===== src/rtl/wvb_reader.sv =====
// ---------------------------------------------------------------------------
// wvb_reader
//   Drains one channel's waveform buffer. For each event it pops one header
//   from the header FIFO, reads the waveform's data words one at a time,
//   releases the waveform with wvb_rddone, and emits the whole event as one
//   16-bit valid/ready packet for the readout bridge.
//
//   Packet layout (length 5 + 2*n_words):
//     H0=hdr[79:64] (sop), H1=hdr[63:48], H2=hdr[47:32], H3=hdr[31:16],
//     H4=hdr[15:0], then per data word w: Dhi={10'b0,w[21:16]}, Dlo=w[15:0].
//     eop is on H4 when n_words==0, otherwise on the last Dlo.
//
//   Handshake: a word transfers on a rising edge where out_valid && out_ready.
//   While out_valid is high and out_ready is low, out_data/out_sop/out_eop
//   hold their values and out_valid stays high until the transfer happens.
//
// Ports
//   clk, rst     clock, asynchronous active-high reset
//   en           level enable for starting a new event
//   hdr_data     header FIFO head (first-word-fall-through)
//   hdr_empty    header FIFO empty
//   hdr_rdreq    one-cycle header pop
//   wvb_data     buffer read data, valid one cycle after wvb_rdreq
//   wvb_rdreq    one-cycle read of the next data word
//   wvb_rddone   one-cycle pulse: current waveform fully read
//   out_data     packet word
//   out_valid    out_data valid
//   out_sop      first word of packet (with out_valid)
//   out_eop      last word of packet (with out_valid)
//   out_ready    sink ready
//   busy         high from header pop through wvb_rddone
//   evt_cnt      completed events, wraps
//   dbg_state    current FSM state encoding
// ---------------------------------------------------------------------------
module wvb_reader #(
    parameter int P_DATA_WIDTH = 22,
    parameter int P_HDR_WIDTH  = 80,
    parameter int P_ADR_WIDTH  = 12
) (
    input  logic                    clk,
    input  logic                    rst,
    input  logic                    en,
    input  logic [P_HDR_WIDTH-1:0]  hdr_data,
    input  logic                    hdr_empty,
    output logic                    hdr_rdreq,
    input  logic [P_DATA_WIDTH-1:0] wvb_data,
    output logic                    wvb_rdreq,
    output logic                    wvb_rddone,
    output logic [15:0]             out_data,
    output logic                    out_valid,
    output logic                    out_sop,
    output logic                    out_eop,
    input  logic                    out_ready,
    output logic                    busy,
    output logic [15:0]             evt_cnt,
    output logic [2:0]              dbg_state
);

    typedef enum logic [2:0] {
        S_IDLE = 3'd0,
        S_HDR  = 3'd1,
        S_RD   = 3'd2,
        S_WAIT = 3'd3,
        S_DHI  = 3'd4,
        S_DLO  = 3'd5,
        S_DONE = 3'd6
    } state_t;

    state_t                   state;
    state_t                   state_nxt;
    logic [P_HDR_WIDTH-1:0]   hdr_reg;
    logic [2:0]               hdr_idx;
    logic [P_ADR_WIDTH-1:0]   remaining;
    logic [P_DATA_WIDTH-1:0]  word_reg;
    logic [P_ADR_WIDTH-1:0]   n_words;
    logic                     start;
    logic                     xfer;

    assign n_words = hdr_reg[P_ADR_WIDTH-1:0];
    assign start   = en && !hdr_empty;
    assign xfer    = out_valid && out_ready;

    // -----------------------------------------------------------------------
    // State register
    // -----------------------------------------------------------------------
    always_ff @(posedge clk or posedge rst) begin
        if (rst) begin
            state <= S_IDLE;
        end else begin
            state <= state_nxt;
        end
    end

    // -----------------------------------------------------------------------
    // Next-state logic
    // -----------------------------------------------------------------------
    always_comb begin
        state_nxt = state;
        case (state)
            S_IDLE: if (start) state_nxt = S_HDR;
            S_HDR: begin
                if (xfer && hdr_idx == 3'd4) begin
                    state_nxt = (n_words == '0) ? S_DONE : S_RD;
                end
            end
            S_RD:   state_nxt = S_WAIT;
            S_WAIT: state_nxt = S_DHI;
            S_DHI:  if (xfer) state_nxt = S_DLO;
            S_DLO: begin
                if (xfer) state_nxt = (remaining != '0) ? S_RD : S_DONE;
            end
            S_DONE:  state_nxt = S_IDLE;
            default: state_nxt = S_IDLE;
        endcase
    end

    // -----------------------------------------------------------------------
    // Datapath registers. hdr_rdreq is registered so that it is 0 while rst
    // is asserted; the FIFO is only ever popped by this block, so it is still
    // non-empty in the cycle after the start condition was seen.
    // -----------------------------------------------------------------------
    always_ff @(posedge clk or posedge rst) begin
        if (rst) begin
            hdr_reg   <= '0;
            hdr_idx   <= '0;
            remaining <= '0;
            word_reg  <= '0;
            hdr_rdreq <= 1'b0;
            evt_cnt   <= '0;
        end else begin
            hdr_rdreq <= 1'b0;
            case (state)
                S_IDLE: begin
                    if (start) begin
                        hdr_reg   <= hdr_data;
                        hdr_idx   <= '0;
                        hdr_rdreq <= 1'b1;
                    end
                end
                S_HDR: begin
                    if (xfer) begin
                        if (hdr_idx == 3'd4) remaining <= n_words;
                        else                 hdr_idx   <= hdr_idx + 3'd1;
                    end
                end
                // Decrement at the read so that remaining==0 marks the last Dlo.
                S_RD:   remaining <= remaining - 1'b1;
                S_WAIT: word_reg  <= wvb_data;
                S_DONE: evt_cnt   <= evt_cnt + 16'd1;
                default: ;
            endcase
        end
    end

    // -----------------------------------------------------------------------
    // Outputs: decoded from registers only, so no input reaches an output
    // combinationally and everything is 0 in reset (state IDLE, regs clear).
    // -----------------------------------------------------------------------
    assign out_valid  = (state == S_HDR) || (state == S_DHI) || (state == S_DLO);
    assign out_sop    = (state == S_HDR) && (hdr_idx == 3'd0);
    assign out_eop    = ((state == S_HDR) && (hdr_idx == 3'd4) && (n_words == '0)) ||
                        ((state == S_DLO) && (remaining == '0));
    assign wvb_rdreq  = (state == S_RD);
    assign wvb_rddone = (state == S_DONE);
    assign busy       = (state != S_IDLE);
    assign dbg_state  = state;

    always_comb begin
        out_data = '0;
        case (state)
            S_HDR: begin
                case (hdr_idx)
                    3'd0:    out_data = hdr_reg[79:64];
                    3'd1:    out_data = hdr_reg[63:48];
                    3'd2:    out_data = hdr_reg[47:32];
                    3'd3:    out_data = hdr_reg[31:16];
                    default: out_data = hdr_reg[15:0];
                endcase
            end
            S_DHI:   out_data = {10'b0, word_reg[21:16]};
            S_DLO:   out_data = word_reg[15:0];
            default: out_data = '0;
        endcase
    end

endmodule

===== config.mk =====
export PLATFORM = sky130hd
export DESIGN_NAME = wvb_reader
export DESIGN_NICKNAME = d
export VERILOG_FILES = /design/src/rtl/wvb_reader.sv
export SDC_FILE = /design/constraint.sdc
export NUM_CORES = 1
export LEC_CHECK = 0
export CAP_MARGIN = 40
export CORE_AREA = 4 4 110 112
export DETAILED_ROUTE_END_ITERATION = 8
export DIE_AREA = 0 0 114 116
export DONT_BUFFER_PORTS = 1
export PLACE_DENSITY = 0.75
export SLEW_MARGIN = 20
export SYNTH_ARGS = -nofsm -noshare
export SYNTH_HDL_FRONTEND = slang
export SYNTH_SLANG_ARGS = --single-unit

===== constraint.sdc =====
create_clock -name clk -period 5 [get_ports clk]
set_input_delay 1 -clock clk [delete_from_list [all_inputs] [get_ports clk]]
set_output_delay 1 -clock clk [all_outputs]
set_load 0.005 [all_outputs]

==> results.py <==
metrics = {
    "finish": {
        "nFillCells": 833,
        "largest_reg_flops": 80,
        "layout_commonest_cell": "dfrtp_1",
        "final_nets": 625,
        "drive_gt1_share_pct": 28.0,
        "layout_common_cells": "dfrtp_1, mux2_4, mux2_2, nor2_1, nand2_1",
        "register_area_um2": 3430,
        "multi_input_area_um2": 2960,
        "syn_to_final_growth_pct": 9.53,
        "final_util_pct": 64.8,
    },
    "yosys": {
        "synth_cell_types": 53,
        "synth_cells": 520,
        "ys_seq_elements": 137,
        "ys.flop_type": "dfrtp_1",
        "synthAdderAreaFrac_pct": 1.51,
        "syn-num-nets": 635,
        "yosys_warnings": 0,
        "synth_compound_area_share_pct": 10.1,
        "synthSimpleGateAreaFrac_pct": 9.31,
        "synth_edf_count": 0,
        "async_flop_share_pct": 100,
        "synth_top_family_by_area": "multiplexers",
        "synth_xor_area_share_pct": 1.98,
        "synth_mux_area_share_pct": 21.7,
        "ys_seq_area_share_pct": 51.6,
        "synth.cell_area_um2": 6640,
        "postSynthAreaPerCell_um2": 12.8,
    },
    "timing": {
        "relSlewSlack_pct": 47.2,
        "fmax_mhz": 253,
        "period_minus_slack_ns": 3.95,
        "rsz0062_at_grt": "false",
        "hold_viol": 0,
        "drv_slew": 0,
        "tightestPinTransition_ns": 0.789,
        "period_share_pct": 79.1,
        "setup_violations": 0,
        "hold_slack_ns": 0.309,
        "clock_skew_ns": 0.00724,
        "setup_tns_ns": 0,
    },
    "worst_setup_path": {
        "path_class": "register to primary output",
        "crit_chain": "inv_1, ha_1, or3_1, a21oi_1, and2_1, a221o_1",
        "cp-end-kind": "primary output",
        "critPathMaxStageDelay_ns": 0.58,
        "critPathMaxFanout": 21,
        "slowest_stage": "and2_1",
        "start_kind": "register",
        "cp.arrival_ns": 2.95,
        "cp.required_ns": 4.00,
    },
    "route": {
        "vias": 4382,
        "wl_mm": 16.3,
        "first_pass_iters": 7,
        "routedWlPerCell_um": 24.5,
        "ant_nets": 0,
        "drt_iter0_drc": 434,
        "vias_per_cell": 6.58,
        "drc_errors": 0,
    },
    "placed_design": {
        "portBuffers": 0,
        "hpwl_mm": 11.5,
        "gp_congestion": 0.837,
    },
    "flow_run": {
        "cap_violations": 0,
    },
    "hold_path": {
        "hp-class": "input port to asynchronous set/reset pin",
    },
    "floorplan": {
        "die_h_um": 116,
        "core_um2": 11200,
        "ioPinCount": 149,
        "rows": 39,
        "die_w_um": 114,
        "dieArea_um2": 13200,
        "start_util_pct": 59.2,
    },
    "clock_network": {
        "cts_hold_buffers": 0,
        "htreeDepth": 4,
        "clockBufferDepth": 2,
        "clock_latency_ns": 0.42,
        "post_cts_resized": 0,
        "cts_num_sinks": 137,
        "clkTransAtPathRegs_ns": 0.06,
        "clockRootBuffer": "clkbuf_16",
        "cts_setup_buffers": 0,
        "cts_tree": "yes",
        "numCtsBuffers": 17,
    },
    "run_status": {
        "status": "complete, no violations",
    },
    "power_and_ir_drop": {
        "p_per_area_nw_per_um2": 692,
        "ir_drop_uv": 376,
        "p_int_w": 0.00332,
        "p_seq_share_pct": 41.2,
        "cellLeakagePower_nw": 3.31,
        "power_frac_comb_pct": 34.6,
        "power_switching_w": 0.00172,
        "swShare_pct": 34.1,
        "clockPowerShare_pct": 24.3,
    },
    "grt": {
        "grt.total_usage_pct": 25.5,
        "gr-total-overflow": 0,
        "grt_pass1_vias": 4642,
        "antenna_found_initial": 1,
        "grt_start_max_net_pins": 86,
        "grt_first_pass_wirelength_mm": 25.8,
    },
}
-- synthesized netlist by cell type (all sizes together) (2+ instances only) --
library cell    n  area share (%)
nand4           5            0.47
xnor2          10             1.3
or2             4            0.38
nor4            7            0.66
nand2b          5            0.47
dfrtp         137              52
buf            18             2.2
and3            5            0.47
nor3           15             1.1
a222oi         16             2.4
nand2          22             1.2
ha              8             1.5
a21oi           9            0.68
a2bb2oi        10             1.3
nor2           28             1.6
or3             5            0.55
mux2          102              20
clkbuf         18             1.0
xor2            5            0.66
or4             2            0.23
a211oi          3            0.34
o21ai          13            0.98
a311oi          4            0.53
inv            12            0.68
nand3b          2            0.23
nand3          13            0.98
a221o          16             2.4
mux2i           8             1.2
-- power groups by stage --
stage	sequential [W]	clock, W	combinational (W)
2_1_floorplan	0.00185	0	0.00151
5_1_grt	0.00214	0.00128	0.00188
3_3_place_gp	0.00205	0	0.00165
4_1_cts	0.00206	0.00123	0.00173
3_5_place_dp	0.00207	0	0.00172
6_report	0.00207	0.00122	0.00174
-- layer usage --
metal	global-route usage [%]	vias up	part of all wire, %
met5	0	-	0
met4	10.1	0	2.8
met3	9.66	38	8.5
met2	42.0	213	50
met1	30.5	2207	38
li1	-	1924	-
-- cell families after synthesis --
group / count (synthesis)
XOR/XNOR: 15
AND/OR/NAND/NOR: 120
AO/OA/AOI/OAI: 82
flip-flops: 137
adder cells (fa/ha/maj): 8
buffers and inverters: 48
multiplexers: 110
-- final timing paths --
kind	from	end	slack, ns	cells after the start
hold / removal	rst	hdr_reg[12]$_DFFE_PP0P_	0.31	1
max in group asynchronous	rst	hdr_reg[35]$_DFFE_PP0P_	3.40	3
min in group clk	evt_cnt[15]$_DFFE_PP0P_	evt_cnt[15]$_DFFE_PP0P_	0.50	1
setup reg to reg	hdr_idx[0]$_DFFE_PP0P_	remaining[7]$_DFFE_PP0P_	2.50	6
setup / recovery	hdr_idx[0]$_DFFE_PP0P_	out_data[14]	1.05	6
hold reg to reg	evt_cnt[15]$_DFFE_PP0P_	evt_cnt[15]$_DFFE_PP0P_	0.50	1
-- per-stage QoR --
step	worst slack (ns)	power, W	cells	area [um^2]
3_5_place_dp	0.973	0.00379	632	6670
2_1_floorplan	0.332	0.00336	520	6640
5_1_grt	0.894	0.00530	666	7270
3_3_place_gp	1.09	0.00370	630	6640
4_1_cts	0.522	0.00502	663	7240
6_report	1.05	0.00504	666	7270
-- layout make-up --
| class | count | area share, % |
|---|---|---|
| multi-input combinational | 335 | 40.7 |
| inverter | 12 | 0.688 |
| tap | 143 | 2.46 |
| timing repair buffer | 7 | 1.22 |
| antenna | 1 | 0.0344 |
| clock inverter | 11 | 1.65 |
| clock buffer | 20 | 6.14 |
| sequential | 137 | 47.1 |
-- critical path: cells and delay by family (launching register included) --
kind                       cells  cell delay (ns)
adders and majority gates      1             0.46
DFF                            1             0.41
buffers and inverters          1             0.08
and+or+nand+nor                2             1.05
AOI/OAI and AO/OA              2             0.53
Note: power is estimated with default switching activity, not from simulation.
